`src/rtl/slice_add_arb_pkg.sv`:
```
// Shared types and constants for the slice-and-add arbiter.
package slice_add_arb_pkg;

    typedef enum logic {SLOT_EMPTY, SLOT_FULL} slot_state_t;

    localparam int unsigned PERF_W = 16;

endpackage

```
`src/rtl/rr_arbiter.sv`:
```
// Rotate-priority picker: grants the first requester at or after ptr_i, modulo N.
module rr_arbiter #(
    parameter  int unsigned N   = 4,
    localparam int unsigned IdW = $clog2(N)
) (
    input  logic [IdW-1:0] ptr_i,
    input  logic [N-1:0]   req_i,
    output logic [N-1:0]   grant_o,
    output logic [IdW-1:0] grant_idx_o
);

    logic         found;
    logic [IdW:0] pos;

    always_comb begin
        grant_o     = '0;
        grant_idx_o = '0;
        found       = 1'b0;
        pos         = '0;
        for (int unsigned k = 0; k < N; k++) begin
            // One extra bit so the wrap also works for non-power-of-2 N.
            pos = {1'b0, ptr_i} + (IdW+1)'(k);
            if (pos >= (IdW+1)'(N)) begin
                pos = pos - (IdW+1)'(N);
            end
            if (!found && req_i[pos[IdW-1:0]]) begin
                found                 = 1'b1;
                grant_o[pos[IdW-1:0]] = 1'b1;
                grant_idx_o           = pos[IdW-1:0];
            end
        end
    end

endmodule

```
`src/rtl/slice_add_arbiter.sv`:
```
// Round-robin shared slice-and-add datapath with one registered result slot.
// Optional accepted-op counter enabled by defining SLICE_ADD_ARB_PERF_EN.
module slice_add_arbiter
    import slice_add_arb_pkg::*;
#(
    parameter  int unsigned N_REQ = 4,
    parameter  int unsigned A_W   = 3,
    parameter  int unsigned B_W   = 2,
    localparam int unsigned SEL_W = (B_W > 1) ? $clog2(B_W) : 1,
    localparam int unsigned ID_W  = $clog2(N_REQ)
) (
    input  logic                   clk,
    input  logic                   rst_n,
    input  logic [N_REQ-1:0]       req_valid,
    output logic [N_REQ-1:0]       req_ready,
    input  logic [N_REQ*A_W-1:0]   req_a,
    input  logic [N_REQ*B_W-1:0]   req_b,
    input  logic [N_REQ*SEL_W-1:0] req_sel,
    output logic                   rsp_valid,
    input  logic                   rsp_ready,
    output logic [A_W:0]           rsp_data,
    output logic [ID_W-1:0]        rsp_id
`ifdef SLICE_ADD_ARB_PERF_EN
    ,
    output logic [PERF_W-1:0]      perf_count
`endif
);

    slot_state_t      state_q, state_d;
    logic [ID_W-1:0]  ptr_q, ptr_d;
    logic [A_W:0]     data_q, data_d;
    logic [ID_W-1:0]  id_q, id_d;
    logic             can_accept;
    logic             accept;
    logic [N_REQ-1:0] grant;
    logic [ID_W-1:0]  grant_idx;
    logic [A_W-1:0]   a_sel;
    logic [B_W-1:0]   b_sel;
    logic [SEL_W-1:0] sel_sel;
    logic             sliced;

    assign can_accept = (state_q == SLOT_EMPTY) | (rsp_valid & rsp_ready);

    rr_arbiter #(
        .N (N_REQ)
    ) u_rr_arbiter (
        .ptr_i       (ptr_q),
        .req_i       (req_valid & {N_REQ{can_accept}}),
        .grant_o     (grant),
        .grant_idx_o (grant_idx)
    );

    assign req_ready = grant;
    assign accept    = |grant;

    // Slot FSM: state register.
    always_ff @(posedge clk or negedge rst_n) begin
        if (!rst_n) begin
            state_q <= SLOT_EMPTY;
        end else begin
            state_q <= state_d;
        end
    end

    // Slot FSM: next state.
    always_comb begin
        state_d = state_q;
        unique case (state_q)
            SLOT_EMPTY: if (accept) state_d = SLOT_FULL;
            SLOT_FULL:  if (rsp_ready && !accept) state_d = SLOT_EMPTY;
            default:    state_d = SLOT_EMPTY;
        endcase
    end

    // Slot FSM: outputs.
    always_comb begin
        rsp_valid = (state_q == SLOT_FULL);
    end

    always_comb begin
        a_sel   = req_a[grant_idx*A_W +: A_W];
        b_sel   = req_b[grant_idx*B_W +: B_W];
        sel_sel = req_sel[grant_idx*SEL_W +: SEL_W];
        sliced  = 1'b0;
        if (32'(sel_sel) < B_W) begin
            sliced = b_sel[sel_sel];
        end
        data_d = data_q;
        id_d   = id_q;
        ptr_d  = ptr_q;
        if (accept) begin
            data_d = {1'b0, a_sel} + (A_W+1)'(sliced);
            id_d   = grant_idx;
            ptr_d  = (grant_idx == ID_W'(N_REQ - 1)) ? '0 : grant_idx + 1'b1;
        end
    end

    always_ff @(posedge clk or negedge rst_n) begin
        if (!rst_n) begin
            data_q <= '0;
            id_q   <= '0;
            ptr_q  <= '0;
        end else begin
            data_q <= data_d;
            id_q   <= id_d;
            ptr_q  <= ptr_d;
        end
    end

    assign rsp_data = data_q;
    assign rsp_id   = id_q;

`ifdef SLICE_ADD_ARB_PERF_EN
    logic [PERF_W-1:0] perf_q, perf_d;

    always_comb begin
        perf_d = perf_q;
        if (accept && (perf_q != '1)) begin
            perf_d = perf_q + 1'b1;
        end
    end

    always_ff @(posedge clk or negedge rst_n) begin
        if (!rst_n) begin
            perf_q <= '0;
        end else begin
            perf_q <= perf_d;
        end
    end

    assign perf_count = perf_q;
`else
    // Default build carries no counter.
`endif

endmodule

```
`config.mk`:
```
export PLATFORM = sky130hd
export DESIGN_NAME = slice_add_arbiter
export DESIGN_NICKNAME = d
export VERILOG_FILES = /design/src/rtl/slice_add_arb_pkg.sv /design/src/rtl/rr_arbiter.sv /design/src/rtl/slice_add_arbiter.sv
export SDC_FILE = /design/constraint.sdc
export NUM_CORES = 1
export LEC_CHECK = 0
export CAP_MARGIN = 20
export CELL_PAD_IN_SITES_DETAIL_PLACEMENT = 0
export CELL_PAD_IN_SITES_GLOBAL_PLACEMENT = 1
export CORE_UTILIZATION = 35
export DETAILED_ROUTE_END_ITERATION = 16
export MAX_ROUTING_LAYER = met4
export PLACE_DENSITY = 0.87
export SLEW_MARGIN = 15
export SYNTH_ARGS = -nofsm -noshare
export SYNTH_HDL_FRONTEND = slang
export SYNTH_HIERARCHICAL = 1
export SYNTH_SLANG_ARGS = --single-unit
```
`constraint.sdc`:
```
create_clock -name clk -period 5.6 [get_ports clk]
set_input_delay 1.12 -clock clk [delete_from_list [all_inputs] [get_ports clk]]
set_output_delay 1.12 -clock clk [all_outputs]
set_load 0.01 [all_outputs]
```
==> results of run 1 <==
==> area by class of cell <==
type / count / area, um2 / share of cell area
clock buffer: 4 / 26.3 / 0.0176
sequential: 9 / 225 / 0.151
tap: 31 / 38.8 / 0.0260
inverter: 4 / 15.0 / 0.0101
timing repair buffer: 42 / 418 / 0.280
multi-input combinational: 86 / 767 / 0.515
==> logic make-up after synthesis <==
kind of cell	share of synthesized area
flip-flops	0.211
AND/OR/NAND/NOR	0.193
adder cells (fa/ha/maj)	0.0938
buffers and inverters	0.0703
XOR/XNOR	0.00821
multiplexers	0.264
AO/OA/AOI/OAI	0.159
==> power by group <==
part           internal, mW  total, mW  switching [mW]
Combinational         0.415      0.761           0.345
Sequential            0.104      0.150          0.0459
Clock                0.0274     0.0505          0.0231
==> critical path: stages <==
cell	delay, ps
clkdlybuf4s50_1	380
nand2b_1	180
and2_1	280
mux4_2	610
or2_4	280
nor2b_4	150
a221o_2	200
clkdlybuf4s50_1	540
==> per-layer routing <==
metal	track usage	up-vias	routed length, um
li1	-	476	-
met1	0.228	474	1150
met2	0.282	22	1290
met3	0.0272	2	63
met4	0.0383	0	14
met5	-	-	0
==> worst max path at each step <==
stage / cells after the start / endpoint / slack [ps]
2_1_floorplan: 12 / rsp_data[1]$_DFFE_PN0P_ / 1570
3_3_place_gp: 8 / req_ready[2] / 790
3_5_place_dp: 8 / req_ready[0] / 730
4_1_cts: 8 / req_ready[0] / 730
5_1_grt: 8 / req_ready[2] / 510
6_report: 8 / req_ready[0] / 740
==> placed cells by master (no fill, tap or decap) <==
cell type	n
or2_2	1
mux4_1	2
o31a_1	1
nand3_1	1
o31ai_1	2
nor3_1	1
inv_1	4
and2_1	4
o21ai_1	1
nor3b_1	2
nor2_1	3
buf_4	1
xnor2_1	1
nand2b_1	3
a22o_1	1
a31oi_1	2
mux2_2	5
ha_1	8
a211oi_1	1
mux4_2	5
nor4_4	1
nor2b_4	1
nand2_1	14
dfrtp_1	9
or2_4	1
a221o_2	4
o21bai_1	1
a21oi_1	1
a32o_1	1
clkdlybuf4s50_1	41
clkbuf_1	1
or3_1	1
clkbuf_4	3
mux2i_1	6
and3b_1	2
o21ai_0	9
==> cells in the mapped netlist (2+ instances only) <==
| master | number | area [um2] |
|---|---|---|
| nand2_1 | 14 | 52.6 |
| dfrtp_1 | 9 | 225 |
| o21ai_0 | 9 | 45.0 |
| ha_1 | 8 | 100 |
| mux2i_1 | 6 | 60.1 |
| mux2_2 | 5 | 56.3 |
| mux4_2 | 5 | 113 |
| a221o_2 | 4 | 45.0 |
| and2_1 | 4 | 25.0 |
| inv_1 | 4 | 15.0 |
| buf_2 | 3 | 15.0 |
| clkbuf_2 | 3 | 15.0 |
| nand2b_1 | 3 | 18.8 |
| nor2_1 | 3 | 11.3 |
| a31oi_1 | 2 | 12.5 |
| and3b_1 | 2 | 17.5 |
| buf_6 | 2 | 22.5 |
| mux4_1 | 2 | 52.6 |
| nor3b_1 | 2 | 15.0 |
| o31ai_1 | 2 | 15.0 |
==> state kept, by name, indices dropped and copies added, names as in the netlist <==
name	count
rsp_valid	1
ptr_q	2
rsp_data	4
rsp_id	2
==> through the flow <==
| stage | power, mW | setup slack [ps] | hold slack (ps) |
|---|---|---|---|
| 2_1_floorplan | 0.737 | 1570 | 512 |
| 3_3_place_gp | 0.897 | 792 | 470 |
| 3_5_place_dp | 0.917 | 733 | 479 |
| 4_1_cts | 0.971 | 732 | 493 |
| 5_1_grt | 1.06 | 510 | 511 |
| 6_report | 0.961 | 741 | 484 |
==> reports/metrics.yaml, run 1 <==
global_routing:
  grt_overflow: 0
  grt_pass1_wl_um: 4350
  antenna_found_initial: 0
  grt_start_max_net_pins: 20
  grt_util_all_layers: 0.173
  grt_pass1_vias: 946
final_layout:
  final_core_util: 0.527
  final_cells: 176
  antenna_cells: 0
  n_fill_cell: 273
  area_growth_pct: 39.6
  post-route-cell-area_um2: 1490
  drive_gt1_frac: 0.152
  final_nets: 185
timing:
  min_period_over_period: 0.868
  maxSlewViolCount: 0
  rsz0062_at_grt: "no"
  fmaxAchievable_mhz: 206
  worst_pin_slew_ps: 685
  hold_viol_final: 0
  slew-limit-headroom: 0.540
  fin_skew_ps: 11.5
  setup_viol: 0
  tns_ps: 0
  min_period_ps: 4860
synthesis:
  yosys_register_bits: 9
  synth_ff_type: "dfrtp_1"
  syn_nets: 147
  synth_edf_count: 0
  yosysUniqueCellTypes: 36
  syn-cell-area_um2: 1070
  synth_seq_area_share: 0.211
  syn_inst: 108
  postSynth.asyncResetShare: 1.00
  yosysWarnings: 6
  postSynthAreaPerCell_um2: 9.88
power:
  ir_drop_mv: 0.272
  pwr_density_cell_nw_per_um2: 645
  power.leakage_nw: 0.603
setup_path:
  crit_start: "rsp_ready"
  crit_path_end_kind: "output pin"
  worstPathArrival_ps: 3740
  worstPathRequired_ps: 4480
  r2r-start: "ptr_q[0]$_DFFE_PN0P_"
  critPathLaunchType: "primary input"
  reg2reg_to: "rsp_data[1]$_DFFE_PN0P_"
  cp_max_fo: 11
  critical_path_class: "in2out"
  reg2reg_setup_slack_ps: 1620
  ff2ff_path_depth: 11
routing:
  via_per_inst: 5.53
  num_vias: 974
  drc: 1
  drtIter0Drc: 17
  postRouteAntennaNets: 0
  wire_per_inst_um: 14.3
  finalWirelength_um: 2520
  firstDrtPassIters: 10
floorplan:
  dieHeight_um: 57.2
  die_area_um2: 3270
  die_x_um: 57.2
  io_pins: 42
  core-area_um2: 2830
  start_util: 0.377
  rows: 19
outcome:
  failed_checks: "DRC"
  status: "finished with violations"
placement:
  dpl_cell_area_um2: 1460
  dp_hpwl_um: 2040
  routabilityCongestion: 0.729
  placed_cells: 172
  port_buffers: 41
min_path:
  holdPathStages: 2
  hold_class: "reg2reg"
  worstHoldEndpoint: "rsp_data[3]$_DFFE_PN0P_"
  worstHoldStart: "rsp_data[3]$_DFFE_PN0P_"
clock_tree:
  cts_tree: "built"
  cts_sinks: 9
  cts_resized: 0
  ctsHtreeMaxLevel: 1
  post_cts.repair.setup_buffers: 0
  ctsHoldBuffers: 0
  cts_buffers: 3
  cts_max_path_buffers: 2
  clock-root-buffer: "clkbuf_4"
  clkTransAtPathRegs_ps: 60
  clock_latency_ps: 260
run:
  max-cap-violations: 0
(Power assumes the default switching activity.)
==> run 2: changes to the inputs <==
--- a/config.mk
+++ b/config.mk
@@ -10,6 +10,7 @@
 export CELL_PAD_IN_SITES_GLOBAL_PLACEMENT = 1
 export CORE_UTILIZATION = 35
 export DETAILED_ROUTE_END_ITERATION = 16
+export GPL_TIMING_DRIVEN = 0
 export MAX_ROUTING_LAYER = met4
 export PLACE_DENSITY = 0.87
 export SLEW_MARGIN = 15
==> reports/metrics.yaml, run 2 (synthesis results as in run 1) <==
outcome:
  status: "finished with violations"
  failed_checks: "DRC"
timing:
  setup_viol: 0  # unchanged
  fin_skew_ps: 5.41  # -6.12 ps
  min_period_over_period: 0.885  # +0.0171
  maxSlewViolCount: 0  # unchanged
  whs_ps: 484  # -0.0660 ps
  rsz0062_at_grt: "no"
  tns_ps: 0  # unchanged
  worst_slack_ps: 645  # -95.7 ps
  worst_pin_slew_ps: 675  # -10.1 ps
  slew-limit-headroom: 0.546  # +0.00635
  min_period_ps: 4950  # +95.7 ps
  hold_viol_final: 0  # unchanged
  fmaxAchievable_mhz: 202  # -1.9%
global_routing:
  grt_start_max_net_pins: 11  # -45%
  antenna_found_initial: 0  # unchanged
  grt_pass1_wl_um: 4320  # -0.64%
  grt_pass1_vias: 944  # -0.21%
  grt_overflow: 0  # unchanged
  grt_util_all_layers: 0.169  # -0.00492
clock_tree:
  post_cts.repair.setup_buffers: 0  # unchanged
  ctsHoldBuffers: 0  # unchanged
  cts_max_path_buffers: 2  # unchanged
  cts_sinks: 9  # unchanged
  clkTransAtPathRegs_ps: 60  # about the same
  cts_resized: 0  # unchanged
  ctsHtreeMaxLevel: 1  # unchanged
  clock_latency_ps: 260  # about the same
  cts_buffers: 3  # unchanged
  clock-root-buffer: "clkbuf_4"
  cts_tree: "built"
final_layout:
  largest_reg_flops: 4  # unchanged
  area_growth_pct: 44.5
  layout_commonest_cell: "clkdlybuf4s50_1"
  drive_gt1_frac: 0.196  # +0.0444
  final_cell_mix: "41 x clkdlybuf4s50_1, 14 x nand2_1, 9 x o21ai_0, 9 x dfrtp_1, 8 x ha_1"
  final_nets: 193  # +4.3%
  antenna_cells: 0  # unchanged
routing:
  firstDrtPassIters: 10  # unchanged
  finalWirelength_um: 2510  # -0.36%
  wire_per_inst_um: 13.6  # -4.7%
  postRouteAntennaNets: 0  # unchanged
  via_per_inst: 5.40  # -2.5%
  drc: 1  # unchanged
  drtIter0Drc: 23  # +6
  num_vias: 993  # +2.0%
floorplan:
  core-area_um2: 2830  # unchanged
  start_util: 0.377  # unchanged
  rows: 19  # unchanged
  die_area_um2: 3270  # unchanged
  die_x_um: 57.2  # unchanged
  dieHeight_um: 57.2  # unchanged
  io_pins: 42  # unchanged
power:
  pwr_density_cell_nw_per_um2: 652  # +1.0%
  comb_power_share: 0.825  # +0.034
  power.leakage_nw: 0.641  # +6.3%
  swShare: 0.420  # -0.0107
  p_int_mw: 0.583  # +6.6%
  ir_drop_mv: 0.259  # -4.5%
  p_seq_frac: 0.125  # -0.031
  clock_power_share: 0.049  # -0.004
  switchingPower_mw: 0.423  # +2.0%
setup_path:
  crit_path_end_kind: "output pin"
  worstPathArrival_ps: 3830  # +90 ps
  cp_max_fo: 10  # -1
  critPathLaunchType: "primary input"
  worstPathRequired_ps: 4480  # about the same
  critical_path_class: "in2out"
  reg2reg_setup_slack_ps: 1660  # +40 ps
min_path:
  hold_class: "reg2reg"
placement:
  dp_slack_ps: 647  # -86.2 ps
  dp_hpwl_um: 2050  # +0.65%
  routabilityCongestion: 0.770  # +5.6%
  port_buffers: 41  # unchanged
run:
  max-cap-violations: 0  # unchanged
run 2: cell count changes in the layout (fill, tap and decap cells not counted):
cell	before	now
clkbuf_2	0	3
buf_2	0	3
buf_6	0	2
run 2: final cells by class:
type / instances / area [um2]
buffer: 9 / 60.1
sequential: 9 / 225
tap: 31 / 38.8
timing repair buffer: 41 / 410
clock buffer: 4 / 26.3
inverter: 4 / 15.0
multi-input combinational: 86 / 767
fill: 267 / 1290
run 2: critical path, cell delays in order:
cell	delay, ps
clkdlybuf4s50_1	440
nand2b_1	150
and2_1	160
clkbuf_2	200
nor3b_1	220
o21ai_0	110
o31ai_1	580
a221o_2	320
clkdlybuf4s50_1	540
run 2: power by group through the flow:
stage | Combinational [mW] | Sequential [mW] | Clock [mW]
2_1_floorplan | 0.602 | 0.135 | 0
3_3_place_gp | 0.806 | 0.126 | 0
3_5_place_dp | 0.831 | 0.128 | 0
4_1_cts | 0.837 | 0.126 | 0.0528
5_1_grt | 0.917 | 0.130 | 0.0545
6_report | 0.830 | 0.126 | 0.0497
run 2: stage by stage:
step / instance area [um2] / std cells / power [mW] / util
final: 1540 / 184 / 1.01 / 0.545
after global placement: 1520 / 180 / 0.932 / 0.536
after detailed placement: 1520 / 180 / 0.959 / 0.536
after global routing: 1540 / 184 / 1.10 / 0.545
after floorplan: 1070 / 108 / 0.737 / -
after CTS: 1540 / 184 / 1.02 / 0.545
run 2: final timing paths:
kind,to,start,cells past startpoint
max,req_ready[2],rsp_ready,9
min,rsp_data[2]$_DFFE_PN0P_,rsp_data[2]$_DFFE_PN0P_,2
max reg2reg,rsp_data[1]$_DFFE_PN0P_,ptr_q[0]$_DFFE_PN0P_,13
min reg2reg,rsp_data[2]$_DFFE_PN0P_,rsp_data[2]$_DFFE_PN0P_,2
max in group asynchronous,rsp_data[3]$_DFFE_PN0P_,rst_n,1
min in group asynchronous,ptr_q[0]$_DFFE_PN0P_,rst_n,1
run 2: per-layer routing:
| metal | wire length, um | GRT usage |
|---|---|---|
| met1 | 1150 | 0.219 |
| met2 | 1300 | 0.286 |
| met3 | 64 | 0.0204 |
| met4 | 0 | 0.0314 |
| met5 | 0 | - |
